### config.mk
export PLATFORM = sky130hd
export DESIGN_NAME = fetch_unit
export DESIGN_NICKNAME = d
export VERILOG_FILES = /design/src/rtl/fetch_pkg.sv /design/src/rtl/fetch_hq.sv /design/src/rtl/fetch_unit.sv
export SDC_FILE = /design/constraint.sdc
export NUM_CORES = 1
export LEC_CHECK = 0
export CORE_ASPECT_RATIO = 0.5
export CORE_UTILIZATION = 53
export CTS_CLUSTER_DIAMETER = 60
export DETAILED_ROUTE_END_ITERATION = 6
export PLACE_DENSITY = 0.76
export SYNTH_ARGS = -nofsm -noshare
export SYNTH_HDL_FRONTEND = slang
export SYNTH_SLANG_ARGS = --single-unit
### constraint.sdc
create_clock -name clk -period 5.38 [get_ports clk]
set_input_delay 1.076 -clock clk [delete_from_list [all_inputs] [get_ports clk]]
set_output_delay 1.076 -clock clk [all_outputs]
set_load 0.05 [all_outputs]
### src/rtl/fetch_pkg.sv
// Shared types and constants for the instruction fetch front end.
package fetch_pkg;

  localparam int unsigned PC_W  = 16;
  localparam int unsigned HW_W  = 16;
  localparam int unsigned ROW_W = PC_W - 2;

  typedef enum logic [1:0] {
    S_IDLE  = 2'd0,
    S_FETCH = 2'd1,
    S_REDIR = 2'd2
  } fetch_state_e;

  // IR_0 mux: even halfword lives in bank 0, odd halfword in bank 1
  localparam logic [1:0] SEL0_BANK0 = 2'd0;
  localparam logic [1:0] SEL0_BANK1 = 2'd2;
  // IR_1 mux: bank 1 same row, or bank 0 at row + pc_1
  localparam logic       SEL1_BANK0 = 1'b0;
  localparam logic       SEL1_BANK1 = 1'b1;

  typedef struct packed {
    logic [HW_W-1:0] hi;
    logic [HW_W-1:0] lo;
  } hw_pair_t;

endpackage

### src/rtl/fetch_hq.sv
// Halfword circular queue: push two, pop up to two, registered head/head+1 view.
module fetch_hq
  import fetch_pkg::*;
#(
  parameter int unsigned Q_DEPTH = 4,
  localparam int unsigned PTR_W = $clog2(Q_DEPTH),
  localparam int unsigned CNT_W = $clog2(Q_DEPTH + 1)
) (
  input  logic             clk,
  input  logic             rst_n,
  input  logic             flush,
  input  logic             push,
  input  hw_pair_t         push_data,
  input  logic [1:0]       pop_n,
  output logic [HW_W-1:0]  head0,
  output logic [HW_W-1:0]  head1,
  output logic [1:0]       valid,
  output logic [CNT_W-1:0] count
);

  logic [HW_W-1:0]  mem     [Q_DEPTH];
  logic [HW_W-1:0]  nxt_mem [Q_DEPTH];
  logic [PTR_W-1:0] rd_ptr, wr_ptr, nxt_rd, nxt_wr, wr_ptr1, nxt_rd1;
  logic [CNT_W-1:0] nxt_cnt;
  logic [1:0]       nxt_valid;

  assign wr_ptr1 = wr_ptr + PTR_W'(1);
  assign nxt_rd1 = nxt_rd + PTR_W'(1);

  // Pop frees slots before the push writes, so a full queue can pop 2 and refill 2.
  always_comb begin
    nxt_rd  = rd_ptr;
    nxt_wr  = wr_ptr;
    nxt_cnt = count;
    for (int i = 0; i < Q_DEPTH; i++) nxt_mem[i] = mem[i];
    if (flush) begin
      nxt_rd  = '0;
      nxt_wr  = '0;
      nxt_cnt = '0;
    end else begin
      if (push) begin
        nxt_mem[wr_ptr]  = push_data.lo;
        nxt_mem[wr_ptr1] = push_data.hi;
        nxt_wr           = wr_ptr + PTR_W'(2);
      end
      nxt_rd  = rd_ptr + PTR_W'(pop_n);
      nxt_cnt = count + CNT_W'({push, 1'b0}) - CNT_W'(pop_n);
    end
    nxt_valid = (nxt_cnt >= CNT_W'(2)) ? 2'b11 :
                (nxt_cnt == CNT_W'(1)) ? 2'b01 : 2'b00;
  end

  always_ff @(posedge clk or negedge rst_n) begin
    if (!rst_n) begin
      for (int i = 0; i < Q_DEPTH; i++) mem[i] <= '0;
      rd_ptr <= '0;
      wr_ptr <= '0;
      count  <= '0;
      head0  <= '0;
      head1  <= '0;
      valid  <= 2'b00;
    end else begin
      for (int i = 0; i < Q_DEPTH; i++) mem[i] <= nxt_mem[i];
      rd_ptr <= nxt_rd;
      wr_ptr <= nxt_wr;
      count  <= nxt_cnt;
      head0  <= nxt_mem[nxt_rd];
      head1  <= nxt_mem[nxt_rd1];
      valid  <= nxt_valid;
    end
  end

endmodule

### src/rtl/fetch_unit.sv
// Thumb fetch front end driving the dual-bank program ROM and a halfword queue to decode.
// Optional FETCH_PERF_EN adds perf_fetch/perf_stall saturating counters.
module fetch_unit
  import fetch_pkg::*;
#(
  parameter logic [PC_W-1:0] RESET_PC = 16'h0000,
  parameter int unsigned     Q_DEPTH  = 4
) (
  input  logic             clk,
  input  logic             rst_n,
  input  logic             fetch_en,
  input  logic             redirect_valid,
  input  logic [PC_W-1:0]  redirect_pc,
  input  logic [1:0]       dec_take,
  output logic [HW_W-1:0]  out_instr0,
  output logic [HW_W-1:0]  out_instr1,
  output logic [1:0]       out_valid,
  output logic [PC_W-1:0]  fetch_pc,
  output logic [ROW_W-1:0] Rom_addr_in,
  output logic             pc_1,
  output logic             sel_mem_1,
  output logic [1:0]       sel_mem_0,
  input  logic [HW_W-1:0]  IR_0,
  input  logic [HW_W-1:0]  IR_1
`ifdef FETCH_PERF_EN
  ,
  output logic [31:0]      perf_fetch,
  output logic [31:0]      perf_stall
`endif
);

  localparam int unsigned    CNT_W   = $clog2(Q_DEPTH + 1);
  localparam logic [PC_W-1:0] PC_INIT = RESET_PC & ~PC_W'(1);

  fetch_state_e     state, nxt_state;
  logic [PC_W-1:0]  pc;
  logic [CNT_W-1:0] count, free_after;
  logic [1:0]       take_max, pop_n;
  logic             push;

  // ROM address and bank muxes follow the PC combinationally.
  always_comb begin
    Rom_addr_in = pc[PC_W-1:2];
    pc_1        = pc[1];
    sel_mem_0   = pc[1] ? SEL0_BANK1 : SEL0_BANK0;
    sel_mem_1   = pc[1] ? SEL1_BANK0 : SEL1_BANK1;
  end

  // The IDLE->FETCH cycle already fetches so the first pair lands one cycle after enable.
  always_comb begin
    take_max   = (count >= CNT_W'(2)) ? 2'd2 : count[1:0];
    pop_n      = (redirect_valid || dec_take > take_max) ? 2'd0 : dec_take;
    free_after = CNT_W'(Q_DEPTH) - count + CNT_W'(pop_n);
    push       = !redirect_valid && fetch_en && (state != S_REDIR) &&
                 (free_after >= CNT_W'(2));
  end

  always_comb begin
    nxt_state = state;
    unique case (state)
      S_IDLE:  if (fetch_en) nxt_state = S_FETCH;
      S_FETCH: if (!fetch_en) nxt_state = S_IDLE;
      S_REDIR: nxt_state = fetch_en ? S_FETCH : S_IDLE;
      default: nxt_state = S_IDLE;
    endcase
    if (redirect_valid) nxt_state = S_REDIR;
  end

  always_ff @(posedge clk or negedge rst_n) begin
    if (!rst_n) begin
      state    <= S_IDLE;
      pc       <= PC_INIT;
      fetch_pc <= PC_INIT;
    end else begin
      state <= nxt_state;
      if (redirect_valid) begin
        pc       <= redirect_pc & ~PC_W'(1);
        fetch_pc <= redirect_pc & ~PC_W'(1);
      end else begin
        if (push) pc <= pc + PC_W'(4);
        fetch_pc <= fetch_pc + PC_W'({pop_n, 1'b0});
      end
    end
  end

  fetch_hq #(.Q_DEPTH(Q_DEPTH)) u_hq (
    .clk       (clk),
    .rst_n     (rst_n),
    .flush     (redirect_valid),
    .push      (push),
    .push_data ('{hi: IR_1, lo: IR_0}),
    .pop_n     (pop_n),
    .head0     (out_instr0),
    .head1     (out_instr1),
    .valid     (out_valid),
    .count     (count)
  );

`ifdef FETCH_PERF_EN
  always_ff @(posedge clk or negedge rst_n) begin
    if (!rst_n) begin
      perf_fetch <= '0;
      perf_stall <= '0;
    end else begin
      if (push && perf_fetch != '1) perf_fetch <= perf_fetch + 32'd1;
      if (state == S_FETCH && !push && perf_stall != '1) perf_stall <= perf_stall + 32'd1;
    end
  end
`endif

  a_take_legal: assert property (@(posedge clk) disable iff (!rst_n) dec_take <= take_max);
  a_pc_even:    assert property (@(posedge clk) disable iff (!rst_n) !pc[0]);

endmodule

======== Word level (Yosys, flattened, before mapping) ========
Index checks and enable logic that the tools add are counted.
word-level totals
  input bits .............................. 54
  bits in latches ......................... 0
  register bits after elaboration ......... 139
  memories kept ........................... 0
  bits in writable memories ............... 0
  output and inout port bits .............. 68
  word-level logic and storage cells ...... 85
  bits in read-only memories .............. 0
operators by class
  $add $sub $neg .......................... 10
  equal/unequal tests ..................... 6
  $mul .................................... 0
  bitwise logic cells ..................... 4
  mux-type cells .......................... 32
  order comparisons ....................... 10
  reductions and logical operators ........ 10
  divide/modulo/power cells ............... 0
  shift-type cells ........................ 0
operators with widths
  cell                     count
  $mux W16                 9
  $bwmux W64               2
  $mux W64                 2
  $bmux W16 S2             2
  $demux W16 S2            2
  $mux W2                  10
  $add A16 B3 Y16          1
  $add A16 B3 Y16 const B  1
  $ge A3 B3 Y1 const B     4
  $not A2 Y3               4
  $ge A3 B2 Y1 const B     3
  $add A3 B2 Y3            2
  $lt A3 B1 Y1 const B     2
  $ne A3 B3 Y1 const B     2
  $pmux W2 S3              1
  $logic_and A1 B1 Y1      5
  $add A2 B1 Y2 const B    2
  $eq A3 B1 Y1 const B     1
  $mux W1                  3
  $mux W3                  1
  $sub A3 B2 Y3            1
  $sub A3 B3 Y3 const A    1
  $add A2 B2 Y2            1
  $add A2 B2 Y2 const B    1
  9 further kinds          9

======== Longest topological paths before layout ========
  word-level depth ........................ 14
  mapped depth ............................ 19
  mapped depth without buffers ............ 19

======== Cells and area by module ========
A second synthesis with hierarchy kept.
unflattened totals
  cells, all modules ...................... 421
  area total of the unflattened synthesis .. 6329.8 µm²
by module, submodules not included
  module      cells each  instances  sequential area each (µm²)  area an instance (µm²)
  fetch_hq    238         1          2602.5                      4490.6
  fetch_unit  183         1          800.8                       1839.3

======== Worst setup path after synthesis ========
No wires, ideal clock.
  kind .................................... input to register
  from .................................... input dec_take[1]
  to ...................................... register u_hq.valid[0]
  path slack .............................. 768 ps
  arrival ................................. 4481 ps
  cell stages on the path ................. 17
  library setup time ...................... 131 ps
  required time ........................... 5249 ps
  path buffers ............................ 0
  cell sequence ........................... ha_1 > nor2b_1 > nor2_1 > a21oi_1 > nor2_1 > nand2_1 > ha_1 > fa_1 > xor2_1 > a211oi_2 > inv_1 > fa_1 > inv_1 > ha_1 > xnor2_1 > nor2_1 > or3_1
on the way
  word-level cells in the longest chain between the ends .. 12
  elaborated cells between the ends (all ways) .. 13
  classes of those cells .................. add/sub: 3; order compare: 3; eq/ne: 1; mux: 4; reduce/logical: 2
RTL lines
  item                                                                  line              source
  start, declared                                                       fetch_unit.sv:14  input logic [1:0] dec_take,
  $gt A2 B2 Y1                                                          fetch_unit.sv:52  pop_n = (redirect_valid || dec_take > take_max) ? 2'd0 : dec_take;
  $logic_or A1 B1 Y1                                                    fetch_unit.sv:52
  $mux W2 (*)                                                           fetch_unit.sv:52
  $add A3 B2 Y3                                                         fetch_unit.sv:53  free_after = CNT_W'(Q_DEPTH) - count + CNT_W'(pop_n);
  $ge A3 B2 Y1                                                          fetch_unit.sv:55  (free_after >= CNT_W'(2));
  $logic_and A1 B1 Y1                                                   fetch_unit.sv:54  push = !redirect_valid && fetch_en && (state != S_REDIR) &&
  $add A3 B2 Y3                                                         fetch_hq.sv:47    nxt_cnt = count + CNT_W'({push, 1'b0}) - CNT_W'(pop_n);
  $sub A3 B2 Y3 (*)                                                     fetch_hq.sv:47
  $mux W3 (*)                                                           fetch_hq.sv:36    if (flush) begin
  net u_hq.nxt_cnt[2]                                                   fetch_hq.sv:24    logic [CNT_W-1:0] nxt_cnt;
  parallel branches: the longest is 2 deep, another holds $ge A3 B2 Y1  -
  $mux W2 (*)                                                           fetch_hq.sv:49    nxt_valid = (nxt_cnt >= CNT_W'(2)) ? 2'b11 :
  net u_hq.nxt_valid[0]                                                 fetch_hq.sv:25    logic [1:0] nxt_valid;
  end signal, assigned                                                  fetch_hq.sv:69    valid <= nxt_valid;
  end, declared                                                         fetch_hq.sv:17    output logic [1:0] valid,
Mark *: on every way through the listed nets, which the timed path passes.
A chain may end at the register's enable or synchronous reset.

======== Worst setup path after layout ========
Same ends and word-level chain as after synthesis.

==> run_results.csv <==
group,metric,value,unit
grt,antenna_found_initial,0,
grt,grt_pass1_wl,24410,µm
route,wire_per_inst,18.46,µm
route,viasPerCell,5.626,
final_layout,postLayoutCellArea,8911,µm²
route,ant_nets,0,
cts,clockBufferDepth,2,
cts,cts_root_buf,"clkbuf_16",
cts,ctsResizeCount,0,
synth,synth_ff_type,"dfrtp_1",
critical_path,critPathLaunchType,"primary input",
sta,fin_ws,0.7153,ns
final_layout,area_delta_synth_final,29.37,%
critical_path,endpoint_kind,"flop",
status,status,"finished, violations left",
power_and_ir_drop,peakVddDrop,0.0003384,V
critical_path,crit_chain,"clkdlybuf4s50_1, ha_1, nor2b_1, nor2_1, a21oi_1, nor2_1, nand2_1, ha_1, fa_1, xor2_1, a211oi_2, inv_1, fa_1, inv_1, ha_1, xnor2_1, nor2_1, or3_1",
sta,max_freq,214.4,MHz
placed_design,dp_cells,804,
die,die-area,13480,µm²
min_path,worstHoldPathCells,1,
critical_path,slowest_stage,"fa_1",
power_and_ir_drop,fin_total_pwr,5.457,mW
placed_design,dpl-instance-area,8300,µm²
grt,gr-total-overflow,0,
critical_path,critical_path.max_fanout,4,
sta,fin_crit_sh,86.70,%
sta,hold_viol_final,0,
synth,ys_types,54,
synth,synth_edf_count,0,
grt,grt_max_degree,97,
power_and_ir_drop,powerDensity,612.4,nW/µm²
synth,yosysWarnings,0,
cts,cts_setup_buffers,0,
sta,period_needed,4.665,ns
sta,fin_hold_ws,0.4448,ns
cts,cts.clk_slew.worst_paths,0.06,ns
synth,postSynth.asyncResetShare,100.0,%
placed_design,place_ws,0.2958,ns
route,vias,4703,
route,drc,2,
route,firstDrtPassIters,6,
sta,slew_violations,0,
critical_path,required,5.67,ns
cts,clock_latency,0.42,ns
cts,cts_buffers,17,
synth,synth_area,6888,µm²
die,start_util,54.39,%
cts,htreeDepth,4,
final_layout,finalNonFillerCells,836,
sta,setup-tns-final,0,ns
synth,avgSynthCellArea,13.05,µm²
synth,seq_area_frac_synth,49.41,%
sta,setup_violations,0,
cts,clock_sinks,136,
die,fp.dieH,82.61,µm
critical_path,r2r_cells,18,
critical_path,critPathKind,"in -> reg",
final_layout,fillers,889,
status,violations,"DRC",
die,fp-row-count,29,
critical_path,timing.rr.end,"u_hq.valid[0]",
grt,grt_usage,24.21,%
sta,slew-limit-headroom,42.01,%
power_and_ir_drop,p_leak,3.835,nW
synth,ys_ff_latch,136,
placed_design,io_buffer_count,118,
sta,rsz0062_at_grt,"no",
min_path,min-delay-start,"state[1]",
grt,grt_pass1_vias,4706,
die,ioPinCount,122,
placed_design,globalplace.congestion,0.7945,
route,drt_iter0_drc,325,
placed_design,hpwlAfterDp,10320,µm
die,core,12660,µm²
cts,holdBufCountCts,0,
min_path,hold_path.class,"reg -> reg",
final_layout,antenna_cells,0,
final_layout,fin_util,70.37,%
min_path,hold_path_end,"state[0]",
critical_path,worst_path_largest_cell_delay,0.50,ns
critical_path,ff2ff_setup_slack,1.39,ns
sta,tightestPinTransition,0.8699,ns
die,die_w,163.2,µm
critical_path,cp_data_arrival_time,4.95,ns
cts,cts_tree,"built",
route,wirelength,15430,µm
final_layout,final_nets,719,
synth,syn-instance-count,528,
sta,fin_skew,0.01032,ns
run,drv_cap,0,
final_layout,drive_above_1_share,22.97,%
critical_path,rr_startpoint,"u_hq.count[1]",
-- cell usage after synthesis (4+ instances only) --
library cell / count / share of area [%]
a21oi_1: 4 / 0.29
a221o_1: 6 / 0.87
and3b_1: 5 / 0.64
buf_2: 9 / 0.65
buf_4: 5 / 0.55
clkbuf_1: 13 / 0.71
dfrtp_1: 136 / 49
ha_1: 9 / 1.6
inv_1: 40 / 2.2
mux2_2: 58 / 9.5
mux2_4: 10 / 2.2
mux2i_1: 36 / 5.2
mux4_2: 28 / 9.2
nand2_1: 16 / 0.87
nand2b_1: 4 / 0.36
nand3_1: 15 / 1.1
nand3b_1: 11 / 1.2
nor2_1: 16 / 0.87
nor2b_1: 6 / 0.55
o21ai_0: 13 / 0.94
o221ai_1: 10 / 1.3
o22a_1: 9 / 1.1
xnor2_1: 11 / 1.4
xor2_1: 14 / 1.8
-- kinds of logic (layout without fill, tap and decap cells) --
family	Yosys count	after routing	synth area share [%]
DFF	136	136	49.41
other	1	2	0.05444
muxes	133	133	26.21
xor gates and xnor gates	25	25	3.179
and+or+nand+nor	89	89	7.121
buffers and inverters	71	208	4.523
AOI/OAI and AO/OA	61	61	6.994
adders and majority gates	12	12	2.507
-- sequential cells by signal, indices dropped and copies added (netlist names) --
register     cells
u_hq.head1      16
u_hq.mem        64
u_hq.wr_ptr      1
fetch_pc        15
u_hq.head0      16
u_hq.count       3
u_hq.rd_ptr      2
u_hq.valid       2
state            2
pc              15
-- placed cells by master, fill, tap and decap left out, types with 4 or more instances in the layout --
master	n
a21oi_1	4
a221o_1	6
and3b_1	5
buf_4	15
clkbuf_16	17
clkdlybuf4s50_1	116
clkinvlp_4	4
dfrtp_1	136
ha_1	9
inv_1	40
inv_6	4
mux2_2	58
mux2_4	10
mux2i_1	36
mux4_2	28
nand2_1	16
nand2b_1	4
nand3_1	15
nand3b_1	11
nor2_1	16
nor2b_1	5
o21ai_0	13
o221ai_1	10
o22a_1	9
xnor2_1	10
xor2_1	14
-- cell type report --
| type | instances | area (µm²) | share of cell area, % |
|---|---|---|---|
| clock buffer | 20 | 446.7 | 5.013 |
| clock inverter | 12 | 163.9 | 1.839 |
| inverter | 41 | 153.9 | 1.727 |
| multi-input combinational | 322 | 3201 | 35.92 |
| sequential | 136 | 3403 | 38.19 |
| tap | 170 | 212.7 | 2.387 |
| timing repair buffer | 135 | 1330 | 14.93 |
-- critical path, delay by kind of cell --
kind	cells	cell delay [ns]
adders and majority gates	5	1.61
xor gates and xnor gates	2	0.37
and+or+nand+nor	6	0.92
buffers and inverters	3	0.62
AOI/OAI and AO/OA	2	0.33
-- worst max-delay path by stage --
| stage | from | to | slack, ns |
|---|---|---|---|
| after floorplan | dec_take[1] | u_hq.valid[0] | 0.77 |
| after global placement | dec_take[1] | u_hq.head0[6] | 0.37 |
| after detailed placement | dec_take[1] | u_hq.valid[0] | 0.30 |
| after CTS | dec_take[1] | u_hq.valid[0] | 0.70 |
| after global routing | dec_take[1] | u_hq.valid[0] | 0.42 |
| final | dec_take[1] | u_hq.valid[0] | 0.72 |
-- power by group --
group / total, mW / switching, mW / internal [mW] / leakage (nW)
Combinational: 2.60 / 1.45 / 1.15 / 1.90
Sequential: 1.65 / 0.207 / 1.45 / 1.65
Clock: 1.21 / 0.457 / 0.748 / 0.284
Total: 5.46 / 2.11 / 3.35 / 3.83
-- per-layer routing --
| layer | vias up | GRT usage [%] | wire length (µm) |
|---|---|---|---|
| li1 | 2172 | - | - |
| met1 | 2396 | 32.87 | 7064 |
| met2 | 125 | 40.72 | 7493 |
| met3 | 10 | 3.796 | 786 |
| met4 | 0 | 7.477 | 86 |
| met5 | - | 0 | 0 |
Note: power is estimated with default switching activity, not from simulation.
==> RTL edit 1, RTL diff (same settings) <==
Re-encode `fetch_state_e` (3 states) as one-hot, 3 bits wide.
--- a/src/rtl/fetch_pkg.sv
+++ b/src/rtl/fetch_pkg.sv
@@ -5,10 +5,10 @@
   localparam int unsigned HW_W  = 16;
   localparam int unsigned ROW_W = PC_W - 2;
 
-  typedef enum logic [1:0] {
-    S_IDLE  = 2'd0,
-    S_FETCH = 2'd1,
-    S_REDIR = 2'd2
+  typedef enum logic [2:0] {
+    S_IDLE  = 3'b001,
+    S_FETCH = 3'b010,
+    S_REDIR = 3'b100
   } fetch_state_e;
 
   // IR_0 mux: even halfword lives in bank 0, odd halfword in bank 1
Check against the original RTL: same outputs for any inputs over 4 cycles, from zero or initial values and one cycle with rst_n low; so few cycles prove little.
==> RTL edit 1 against the original RTL <==
- the flow still finishes with violations (design-rule violations)
- area after synthesis increased by 3.9%
- largest cell class unchanged
- highest routed layer unchanged
- worst setup slack got worse by 75 ps
- sequential share of layout area decreased by 0.44 points
- wire length increased by 13%
- total power increased by 0.22%
- final area increased by 1.9%
- sequential cell count increased by 1
- synthesized cell count increased by 49%
==> RTL edit 1: results (changes against the original RTL) <==
| Metric | Value |
|---|---|
| Result of the run | complete, but fails checks |
| Commonest cells post-synth | nand2_1 (264), dfrtp_1 (136), nand3_1 (59) |
| Worst endpoint data arrival time | 5030 ps (+80 ps) |
| Unique masters post-synth | 48 (-11%) |
| Count of fill cells added during filler insertion | 970 (+9.1%) |
| Routability Congestion | 0.8037 (+1.2%) |
| Drt first-iter violations | 685 (+110%) |
| Share of synthesized area spent on multiplexers | 0.07765 (-0.1845) |
| Crit path max-delay family | adder cells |
| Critical path peak fanout | 4 (unchanged) |
| Hold Path Stages | 2 (+1) |
| Count of nets after finishing | 956 (+33%) |
| Gate count of the mapped netlist | 785 (+49%) |
| Total area of multi-input combinational cells | 3422 µm² (+6.9%) |
| Fraction of final layout cells with drive strength greater than 1 | 0.1143 (-0.1154) |
| Violations in the final reports | design-rule violations |
| Maximum vdd drop | 0.2797 mV (-17%) |
| Largest net degree at the start of global routing | 100 (+3.1%) |
| HPWL after detailed placement | 11.01 mm (+6.7%) |
| Top post-synthesis cells by area | dfrtp_1 (48%), nand2_1 (14%), mux2_4 (4.2%), nand3_1 (4.1%), nor2_1 (2.4%) |
| Depth of the worst register-to-register path | 19 (+1) |
| Total iterations of the first detailed-routing run | 7 (+1) |
| Proportion of synthesized flip-flops having asynchronous set or reset | 1.000 (unchanged) |
| Placed Cells | 1041 (+29%) |
| Fraction of the mapped netlist area in adder cells | 0.02413 (-0.0009338) |
| Cell at the slowest stage of the critical path | fa_1 |
| GRT Resource Usage Total | 0.2672 (+0.02508) |
| Hold crit path type | reg2reg |
| Setup clock skew after layout | 9.978 ps (-0.3385 ps) |
| Total number of vias | 5971 (+27%) |
| Wire length of the first global-routing pass | 29.58 mm (+21%) |
| Placement-stage cell area | 8468 µm² (+2.0%) |
| Start point of the worst hold path | u_hq.mem[57] |
| Final wirelength | 17.50 mm (+13%) |
| Synth Area in Compound Gates | 0.08919 (+0.01926) |
| Post-synthesis share of cell area spent on xor and xnor gates | 0.03498 (+0.003188) |
| Clock slew seen by the registers of the worst setup and hold paths | 60 ps (about the same) |
| Max_slew headroom | 0.2897 (-0.1304) |
| DRC violations left | 5 (+3) |
| Endpoint of the lowest-slack register-to-register path | u_hq.valid[0] |
| Worst reg2reg setup slack | 1320 ps (-70 ps) |
| Share of synthesized area occupied by flip-flops and latches | 0.4794 (-0.01473) |
| Wire length per cell | 16.34 µm (-11%) |
| Static power due to leakage | 0.004401 µW (+15%) |
| End point of the worst hold path | u_hq.mem[57] |
RTL edit 1: area by class of cell:
type | count | share of cell area
Clock inverter | 11 | 0.01901
Inverter | 19 | 0.007851
Multi-Input combinational cell | 582 | 0.3767
Clock buffer | 19 | 0.04876
Sequential cell | 137 | 0.3775
Tap cell | 170 | 0.02342
Timing Repair Buffer | 133 | 0.1467
RTL edit 1: stage by stage:
step           hold slack (ps)  setup slack [ps]
3_3_place_gp             480.8             300.3
5_1_grt                  520.5             379.9
3_5_place_dp             487.2             197.9
4_1_cts                  503.5             624.0
6_report                 501.6             640.7
2_1_floorplan            465.3             835.5
RTL edit 1: where the power goes:
part           switching, µW  leakage, µW  internal (µW)
clock                    441     0.000299            785
sequential               224      0.00168           1450
combinational           1580      0.00242            990
RTL edit 1: metal layers:
metal,up-vias,wire [µm],track usage
li1,2840,-,-
met2,241,8224,0.4338
met4,0,256,0.09596
met3,28,1132,0.04998
met5,-,0,0
met1,2862,7887,0.3641
==> RTL edit 2, RTL diff (config.mk and constraints unchanged) <==
Without the edit above. `Q_DEPTH` is set to 4 in 2 places; all go to 8.
--- a/src/rtl/fetch_hq.sv
+++ b/src/rtl/fetch_hq.sv
@@ -2,7 +2,7 @@
 module fetch_hq
   import fetch_pkg::*;
 #(
-  parameter int unsigned Q_DEPTH = 4,
+  parameter int unsigned Q_DEPTH = 8,
   localparam int unsigned PTR_W = $clog2(Q_DEPTH),
   localparam int unsigned CNT_W = $clog2(Q_DEPTH + 1)
 ) (
--- a/src/rtl/fetch_unit.sv
+++ b/src/rtl/fetch_unit.sv
@@ -4,7 +4,7 @@
   import fetch_pkg::*;
 #(
   parameter logic [PC_W-1:0] RESET_PC = 16'h0000,
-  parameter int unsigned     Q_DEPTH  = 4
+  parameter int unsigned     Q_DEPTH  = 8
 ) (
   input  logic             clk,
   input  logic             rst_n,
Behaviour: not the same (Yosys sat finds a counterexample within 4 cycles, from zero or initial values and one cycle with rst_n low).
==> RTL edit 2 against the original RTL <==
- wire length is 88% higher
- area after synthesis is 64% higher
- sequential share of layout area is 1.0 points lower
- sequential cell count is 67 higher
- cell count is 70% higher
- final area is 53% higher
- worst setup slack worse by 500 ps
- total power is 29% higher
- non-clock buffer count is 33 higher
- highest routed layer unchanged
==> RTL edit 2: results (changes against the original RTL) <==
| Metric | Value |
|---|---|
| Post-route non-filler standard cell count | 1419 (+70%) |
| Total of clock buffers placed in the layout | 33 (+65%) |
| Met3 routing resource usage after global routing | 0.05711 (+0.01915) |
| Synth Area in Compound Gates | 0.08287 (+0.01293) |
| Routability Congestion | 0.8462 (+6.5%) |
| Met2 Resource Use GR | 0.4216 (+0.01444) |
| Wire length of the first global-routing pass | 46.63 mm (+91%) |
| Commonest cells post-synth | nand2_1 (249), dfrtp_1 (203), mux2_2 (91) |
| Share of synthesized area spent on multiplexers | 0.2467 (-0.01540) |
| Critical path class | reg2reg |
| Met3 wire length | 2.435 mm (+210%) |
| Total iterations of the first detailed-routing run | 5 (-1) |
| Fraction of final layout cells with drive strength greater than 1 | 0.2201 (-0.009642) |
| Registers with the most flip-flops | u_hq.mem: 128 flops, u_hq.head0: 16 flops, u_hq.head1: 16 flops |
| Final-layout clock-cell area share | 0.04836 (-0.02016) |
| Largest net degree at the start of global routing | 118 (+22%) |
| Result of the run | finished, final reports clean |
| Final wirelength | 28.94 mm (+88%) |
| WL met1 | 12.53 mm (+77%) |
| Reg-to-Reg Start | u_hq.count[3] |
| HPWL after detailed placement | 18.50 mm (+79%) |
| Count of nets after finishing | 1207 (+68%) |
| Placement-stage cell area | 12890 µm² (+55%) |
| Buffers outside the clock class | 168 (+24%) |
| Share of the final layout cell area in sequential cells | 0.3719 (-0.009996) |
| Count of fill cells added during filler insertion | 1541 (+73%) |
| Total area of multi-input combinational cells | 5804 µm² (+81%) |
| Cell at the slowest stage of the critical path | or4b_4 |
| Routed length on met2 | 13.32 mm (+78%) |
| Clock latency at the later pin of the worst-skew pair | 500 ps (+80 ps) |
| Unique masters post-synth | 50 (-7.4%) |
| Static power due to leakage | 0.006273 µW (+64%) |
| Worst Setup Slack post-DPL | -546.2 ps (-842.0 ps) |
| Share of final layout cell area taken by non-clock buffers | 0.1225 (-0.02672) |
| Post-synthesis share of cell area spent on xor and xnor gates | 0.01864 (-0.01315) |
| Post-Syn Area per Cell | 11.09 µm² (-15%) |
## RTL edit 2: where the power goes
part	switching (µW)	total [µW]	internal, µW
registers	263	2280	2020
clock network	591	1430	835
logic	1870	3310	1430
total	2730	7010	4290
## RTL edit 2: timing repair
item / in CTS / in global routing
setup buffers: 3 / 4
resized for setup: 7 / 10
endpoints found under the setup margin: 1 / 2
pin swaps: 5 / 5
## RTL edit 2: kinds of logic (layout without fill, tap and decap cells)
group	after synthesis	after routing
AOI/OAI and AO/OA	128	128
and+or+nand+nor	342	342
adders and majority gates	22	22
muxes	194	194
buffers and inverters	103	230
other	1	3
DFF	203	203
xor gates and xnor gates	24	24
## RTL edit 2: worst paths after layout
check                                end  slack [ps]  cells past startpoint
hold / removal                  state[0]         440                      1
setup / recovery           u_hq.valid[0]         210                     26
setup reg to reg           u_hq.valid[0]         210                     26
hold reg to reg                 state[0]         440                      1
max in group asynchronous  u_hq.count[2]        3620                      2
min in group asynchronous  u_hq.mem[120]         720                      1
